**src/rtl/rv32_types.sv**
```systemverilog
// rtl/rv32_types.sv - shared RV32 memory bus types and arbiter state encoding
//
// Purpose: request/response bus structs used by the fetch stage, the memory
// stage and the downstream memory, plus the memory arbiter state type.
// Ports: none (package).

package rv32_types;

    typedef enum logic {
        MEM_READ  = 1'b0,
        MEM_WRITE = 1'b1
    } mem_op_t;

    typedef struct packed {
        logic [31:0] addr;
        mem_op_t     op;
        logic [31:0] data;
    } memory_request_t;

    typedef struct packed {
        logic        ready;
        logic [31:0] data;
    } memory_response_t;

    typedef enum logic [1:0] {
        IDLE  = 2'd0,
        INSTR = 2'd1,
        DATA  = 2'd2
    } arb_state_t;

endpackage

```
**src/rtl/rv32_mem_arbiter.sv**
```systemverilog
// rtl/rv32_mem_arbiter.sv - two-requester (fetch/memory stage) single-port memory arbiter
//
// Purpose: grants one downstream memory access at a time to either the
// instruction fetch or the data (memory stage) requester. Data wins ties,
// but after STREAK_MAX consecutive data grants with an instruction waiting,
// the instruction request is served. The owner's request is captured at
// grant and held until the memory completes.
// Ports:
//   clk, reset          core clock, synchronous active-high reset
//   instr_req_valid     fetch request valid
//   instr_request       fetch request (addr/op/data)
//   instr_abort         fetch redirect: drop the in-flight fetch response
//   instr_response      ready/data back to fetch
//   data_req_valid      memory-stage request valid
//   data_request        memory-stage request
//   data_response       ready/data back to memory stage
//   mem_req_valid       downstream request valid (INSTR or DATA state)
//   mem_request         captured request of the current owner
//   mem_response        downstream completion and read data

module rv32_mem_arbiter
    import rv32_types::*;
#(
    parameter int STREAK_MAX = 4
) (
    input  logic             clk,
    input  logic             reset,
    input  logic             instr_req_valid,
    input  memory_request_t  instr_request,
    input  logic             instr_abort,
    output memory_response_t instr_response,
    input  logic             data_req_valid,
    input  memory_request_t  data_request,
    output memory_response_t data_response,
    output logic             mem_req_valid,
    output memory_request_t  mem_request,
    input  memory_response_t mem_response
);

    localparam int STREAK_W = $clog2(STREAK_MAX + 1);
    localparam logic [STREAK_W-1:0] STREAK_LIMIT = STREAK_W'(STREAK_MAX);

    arb_state_t            state, state_next;
    logic [STREAK_W-1:0]   streak, streak_next;
    logic                  abort_flag, abort_next;
    memory_request_t       captured, captured_next;

    always_ff @(posedge clk) begin
        if (reset) begin
            state      <= IDLE;
            streak     <= '0;
            abort_flag <= 1'b0;
            captured   <= '0;
        end else begin
            state      <= state_next;
            streak     <= streak_next;
            abort_flag <= abort_next;
            captured   <= captured_next;
        end
    end

    always_comb begin
        state_next     = state;
        streak_next    = streak;
        abort_next     = abort_flag;
        captured_next  = captured;
        instr_response = '0;
        data_response  = '0;

        case (state)
            IDLE: begin
                abort_next = 1'b0;
                if (data_req_valid && (!instr_req_valid || streak < STREAK_LIMIT)) begin
                    state_next    = DATA;
                    captured_next = data_request;
                    // Streak only counts data grants that made a fetch wait;
                    // the guard above keeps it at or below the limit.
                    streak_next   = instr_req_valid ? streak + 1'b1 : '0;
                end else if (instr_req_valid) begin
                    state_next    = INSTR;
                    captured_next = instr_request;
                    streak_next   = '0;
                end
            end
            INSTR: begin
                if (mem_response.ready) begin
                    state_next = IDLE;
                    abort_next = 1'b0;
                    // An abort seen earlier or arriving in this very cycle
                    // drops the response; the memory access still completes.
                    if (!(abort_flag || instr_abort) && !reset) begin
                        instr_response = '{ready: 1'b1, data: mem_response.data};
                    end
                end else begin
                    abort_next = abort_flag || instr_abort;
                end
            end
            DATA: begin
                if (mem_response.ready) begin
                    state_next = IDLE;
                    if (!reset) begin
                        data_response = '{ready: 1'b1, data: mem_response.data};
                    end
                end
            end
            default: begin
                state_next = IDLE;
            end
        endcase
    end

    assign mem_req_valid = !reset && (state != IDLE);
    assign mem_request   = captured;

endmodule

```
**config.mk**
```make
export PLATFORM = sky130hd
export DESIGN_NAME = rv32_mem_arbiter
export DESIGN_NICKNAME = d
export VERILOG_FILES = /design/src/rtl/rv32_types.sv /design/src/rtl/rv32_mem_arbiter.sv
export SDC_FILE = /design/constraint.sdc
export NUM_CORES = 1
export LEC_CHECK = 0
export ABC_AREA = 1
export CAP_MARGIN = 20
export CORE_AREA = 4 4 115 117
export DETAILED_ROUTE_END_ITERATION = 8
export DIE_AREA = 0 0 119 121
export PLACE_DENSITY_LB_ADDON = 0.12
export SYNTH_ARGS = -nofsm -noshare
export SYNTH_HDL_FRONTEND = slang
export SYNTH_SLANG_ARGS = --single-unit
```
**constraint.sdc**
```tcl
create_clock -name clk -period 2.3 [get_ports clk]
set_clock_uncertainty 0.15 [all_clocks]
set_input_delay 0.345 -clock clk [delete_from_list [all_inputs] [get_ports clk]]
set_output_delay 0.345 -clock clk [all_outputs]
set_load 0.05 [all_outputs]
```
Word-level counts from Yosys, hierarchy flattened
Cells that the tools add are included.
- output and inout bits: 132
- register bits: 71
- input bits: 168
- reduce and logical (&&, ||, !) cells: 15
- add/sub/neg operators: 1
- magnitude comparators: 1
- multiplexer cells: 17
- eq/ne operators: 4
- operators by type and width (operator ; number):
    $mux W33 ; 6
    $mux W65 ; 2
    $mux W3 ; 3
    $mux W2 ; 3
    $reduce_bool A2 Y1 ; 3
    $pmux W2 S2 ; 1
    $reduce_and A2 Y1 ; 2
    $add A3 B1 Y3 const B ; 1
    $logic_and A1 B1 Y1 ; 3
    $logic_not A1 Y1 ; 3
    $lt A3 B3 Y1 const B ; 1
    $ne A3 B3 Y1 const B ; 1
    $eq A2 B1 Y1 const B ; 1
    $eq A2 B2 Y1 const B ; 1
    $logic_not A2 Y1 ; 1
    $logic_or A1 B1 Y1 ; 2
    $ne A2 B1 Y1 const B ; 1
    $pmux W1 S2 ; 1
    $reduce_or A2 Y1 ; 1
    $mux W1 ; 1

Longest topological paths before layout
- depth in word-level cells: 6
- mapped depth: 9
- gate-level depth less buffers: 7

Worst setup path after synthesis
OpenSTA, ideal clock, no wires.
- path type: input to output
- start: input port reset
- end: output port instr_response[10] (netlist bit)
- stages on the path: 7
- buffers on the path: 2
- setup slack: -0.644 ns
- required time: 1.805 ns
- data arrival time: 2.449 ns
- cell sequence: buf_2 > inv_1 > nand3_1 > nor2_1 > inv_1 > clkbuf_1 > nor2_1
- RTL lines (element ; RTL line ; text):
    start, declared ; rv32_mem_arbiter.sv:27 ; input logic reset,
    end, declared ; rv32_mem_arbiter.sv:31 ; output memory_response_t instr_response,

==> summary.md <==
| Metric | Value |
|---|---|
| Status | completed |
| Area of the core | 12360 sq um |
| Drt wl/cell | 14.08 um |
| RSZ-0062 raised after global routing | false |
| Final hold violations | 0 |
| Area contributors post-synth | dfxtp_1, nand2_1, a21oi_1, nor2_1, inv_1 |
| Crit path launch type | input port |
| Top-level I/O count | 300 |
| Root Buffer | clkbuf_16 |
| DRC viols | 0 |
| Hold Crit Depth | 4 |
| CP Class | input port to output pin |
| Die width | 119 um |
| Vias in the first global route | 4773 |
| PortBufs | 299 |
| Required time of the critical path | 1800 ps |
| Reg2reg start | state[1] |
| Share of the yosys chip area belonging to registers | 37.11% |
| Filler Cell Count | 1108 |
| WP data arrival | 1730 ps |
| Final min period | 2220 ps |
| Max Slew Vio Count | 0 |
| Routability Congestion | 0.8855 |
| Congestion Overflow GR | 0 |
| Routed WL | 15630 um |
| Ant diodes | 0 |
| Iteration-0 DRC Markers | 144 |
| Max-cap violations | 0 |
| Via density | 4.472 |
| Post-synth top area cell | dfxtp_1 |
| Critical path capture point type | output pin |
| FF+latch count, synth | 71 |
| Final Non-Filler Cells | 1110 |
| Endpoints failing setup | 0 |
| Dpl cells | 1093 |
| Mean area per synthesized cell | 5.920 sq um |
| DR pass1 iterations | 4 |
| Area share of the largest cell type after synthesis | 37.11% |
| Syn Nets | 819 |
| DIE AREA | 14400 sq um |
| Layout cells sized above 1 | 15.35% |
| Cells after Synth | 647 |
| Post-DRT Antenna Nets | 0 |
| Synthesized area | 3830 sq um |
| Worst-path clk slew | 60 ps |
| Worst r2r dst | mem_request[58] |
| All-layer global routing usage | 20.86% |
| Synth cell types | 19 |
| Worst hold path endpoint | streak[2] |
| CTS Buffer Depth | 2 |
| Relative max-transition margin | 50.17% |
| Worst hold path type | input port to flop |
| FMAX | 450.4 MHz |
| Final period util | 96.54% |
| CTS buffer count | 9 |
| CTS tree | yes |
| Hold Startpoint | reset |
| Crit-path max FO | 7 |
| Yosys warning total | 0 |
| Final HPWL DP | 12590 um |
| Leak | 3.510 nW |
| Rows | 41 |
| FF-to-FF path depth | 7 |
| R2R Setup Slk | 600 ps |
| CTS Sinks | 71 |
| H-tree depth | 3 |
| Worst vdd ir | 384.0 uV |
| Clk_lat worst skew | 330 ps |
| Vias | 4964 |
| Worst-Margin Slew | 747.5 ps |
| Largest net degree at the start of global routing | 70 |
| CTS Hold Bufs | 0 |
| Antenna violations before repair | 0 |
| First-pass GRT wire length | 24330 um |
| Final Util | 62.89% |
| Final net count | 1105 |
| Power Dens Cells | 599.6 nW/um^2 |
| Initial core utilization | 30.98% |
| Synth-to-layout area growth | 103.0% |
| Die Height | 121 um |
==> layer usage <==
metal | global-route usage (%) | wire length (um)
met4 | 5.793 | 303
met2 | 38.22 | 8019
met5 | 0 | 0
met3 | 6.946 | 1272
met1 | 22.93 | 6037
==> synthesized netlist by cell type <==
cell and number:
nand2_1 337, nand4_1 2, nor2_1 69, or2_2 1
buf_6 4, nand3_1 5, inv_1 38, nand2_4 1
nand2_2 1, a21oi_4 1, inv_2 3, a21oi_1 70
buf_4 8, a22oi_1 1, ha_1 4, dfxtp_1 71
nor3_1 1, clkbuf_1 12, buf_2 18
==> cell families after synthesis <==
logic type	share of synthesized area, %
simple gates	41.52
buf+inv	10.29
fa+ha+maj	1.307
compound gates	9.768
flops	37.11
==> state kept, by name, indices dropped and copies added (netlist names) <==
name         count
streak           3
mem_request     65
abort_flag       1
state            2
==> power breakdown <==
| group | total (mW) | internal, mW | leakage, nW | switching, mW |
|---|---|---|---|---|
| registers | 1.42 | 1.36 | 0.584 | 0.0644 |
| logic | 1.72 | 0.704 | 2.76 | 1.02 |
| clock network | 1.52 | 1.01 | 0.166 | 0.510 |
==> worst max-delay path: stages <==
cell and delay [ps]:
clkdlybuf4s50_1 450, or2_4 260, nor2_4 110, inv_2 80, buf_4 180, nor2_2 90, buf_4 200
==> layout make-up <==
type,count,area [sq um],share of cell area [%]
clock inverter,5,78.83,1.014
multi-input combinational,493,2167,27.87
inverter,41,153.9,1.979
sequential,71,1421,18.28
timing repair buffer,317,3486,44.83
clock buffer,11,252.7,3.251
tap,172,215.2,2.768
==> how the worst max path moves through the flow <==
stage                     start                 end  slack, ps  cells past startpoint
floorplan                 reset  instr_response[11]       -100                      7
global placement    instr_abort  instr_response[10]         40                      7
detailed placement  instr_abort  instr_response[12]         20                      7
CTS                 instr_abort  instr_response[12]          8                      7
global route           state[1]  instr_response[21]         10                      8
finish              instr_abort  instr_response[27]         80                      7
==> cell usage in the layout, fill, tap and decap left out <==
| master | Yosys | final |
|---|---|---|
| nand2_1 | 337 | 337 |
| buf_8 | 0 | 1 |
| nor2_2 | 0 | 19 |
| dfxtp_1 | 71 | 71 |
| clkbuf_16 | 0 | 9 |
| ha_4 | 0 | 1 |
| nand2_4 | 1 | 1 |
| nor2_4 | 0 | 12 |
| inv_2 | 3 | 4 |
| clkbuf_8 | 0 | 2 |
| nand4_1 | 2 | 2 |
| bufinv_16 | 0 | 2 |
| clkinv_2 | 0 | 2 |
| nor2_1 | 69 | 38 |
| buf_12 | 0 | 41 |
| a21oi_1 | 70 | 70 |
| buf_6 | 4 | 4 |
| inv_1 | 38 | 37 |
| ha_1 | 4 | 3 |
| or2_4 | 0 | 1 |
| a21oi_4 | 1 | 1 |
| nor3_1 | 1 | 1 |
| buf_4 | 8 | 41 |
| nand3_1 | 5 | 5 |
| inv_6 | 0 | 1 |
| clkdlybuf4s50_1 | 0 | 229 |
| buf_2 | 18 | 1 |
| a22oi_1 | 1 | 1 |
| nand2_2 | 1 | 1 |
==> metrics by stage <==
| stage | instance area (sq um) | setup TNS [ps] | setup WS (ps) | hold slack, ps | total power [mW] |
|---|---|---|---|---|---|
| floorplan | 3966 | -1023 | -101.3 | 297.2 | 2.441 |
| global placement | 7393 | 0 | 44.02 | 301.4 | 3.160 |
| detailed placement | 7393 | 0 | 18.49 | 304.1 | 3.178 |
| CTS | 7725 | 0 | 8.393 | 237.0 | 4.703 |
| global route | 7775 | 0 | 12.13 | 275.3 | 4.888 |
| finish | 7775 | 0 | 79.65 | 248.4 | 4.662 |
==> what timing repair did <==
action / CTS / global route
gates resized for setup: 0 / 10
buffers inserted: 0 / 1
endpoints found under the setup margin: 0 / 32
Power figures use the tool's default switching activity.
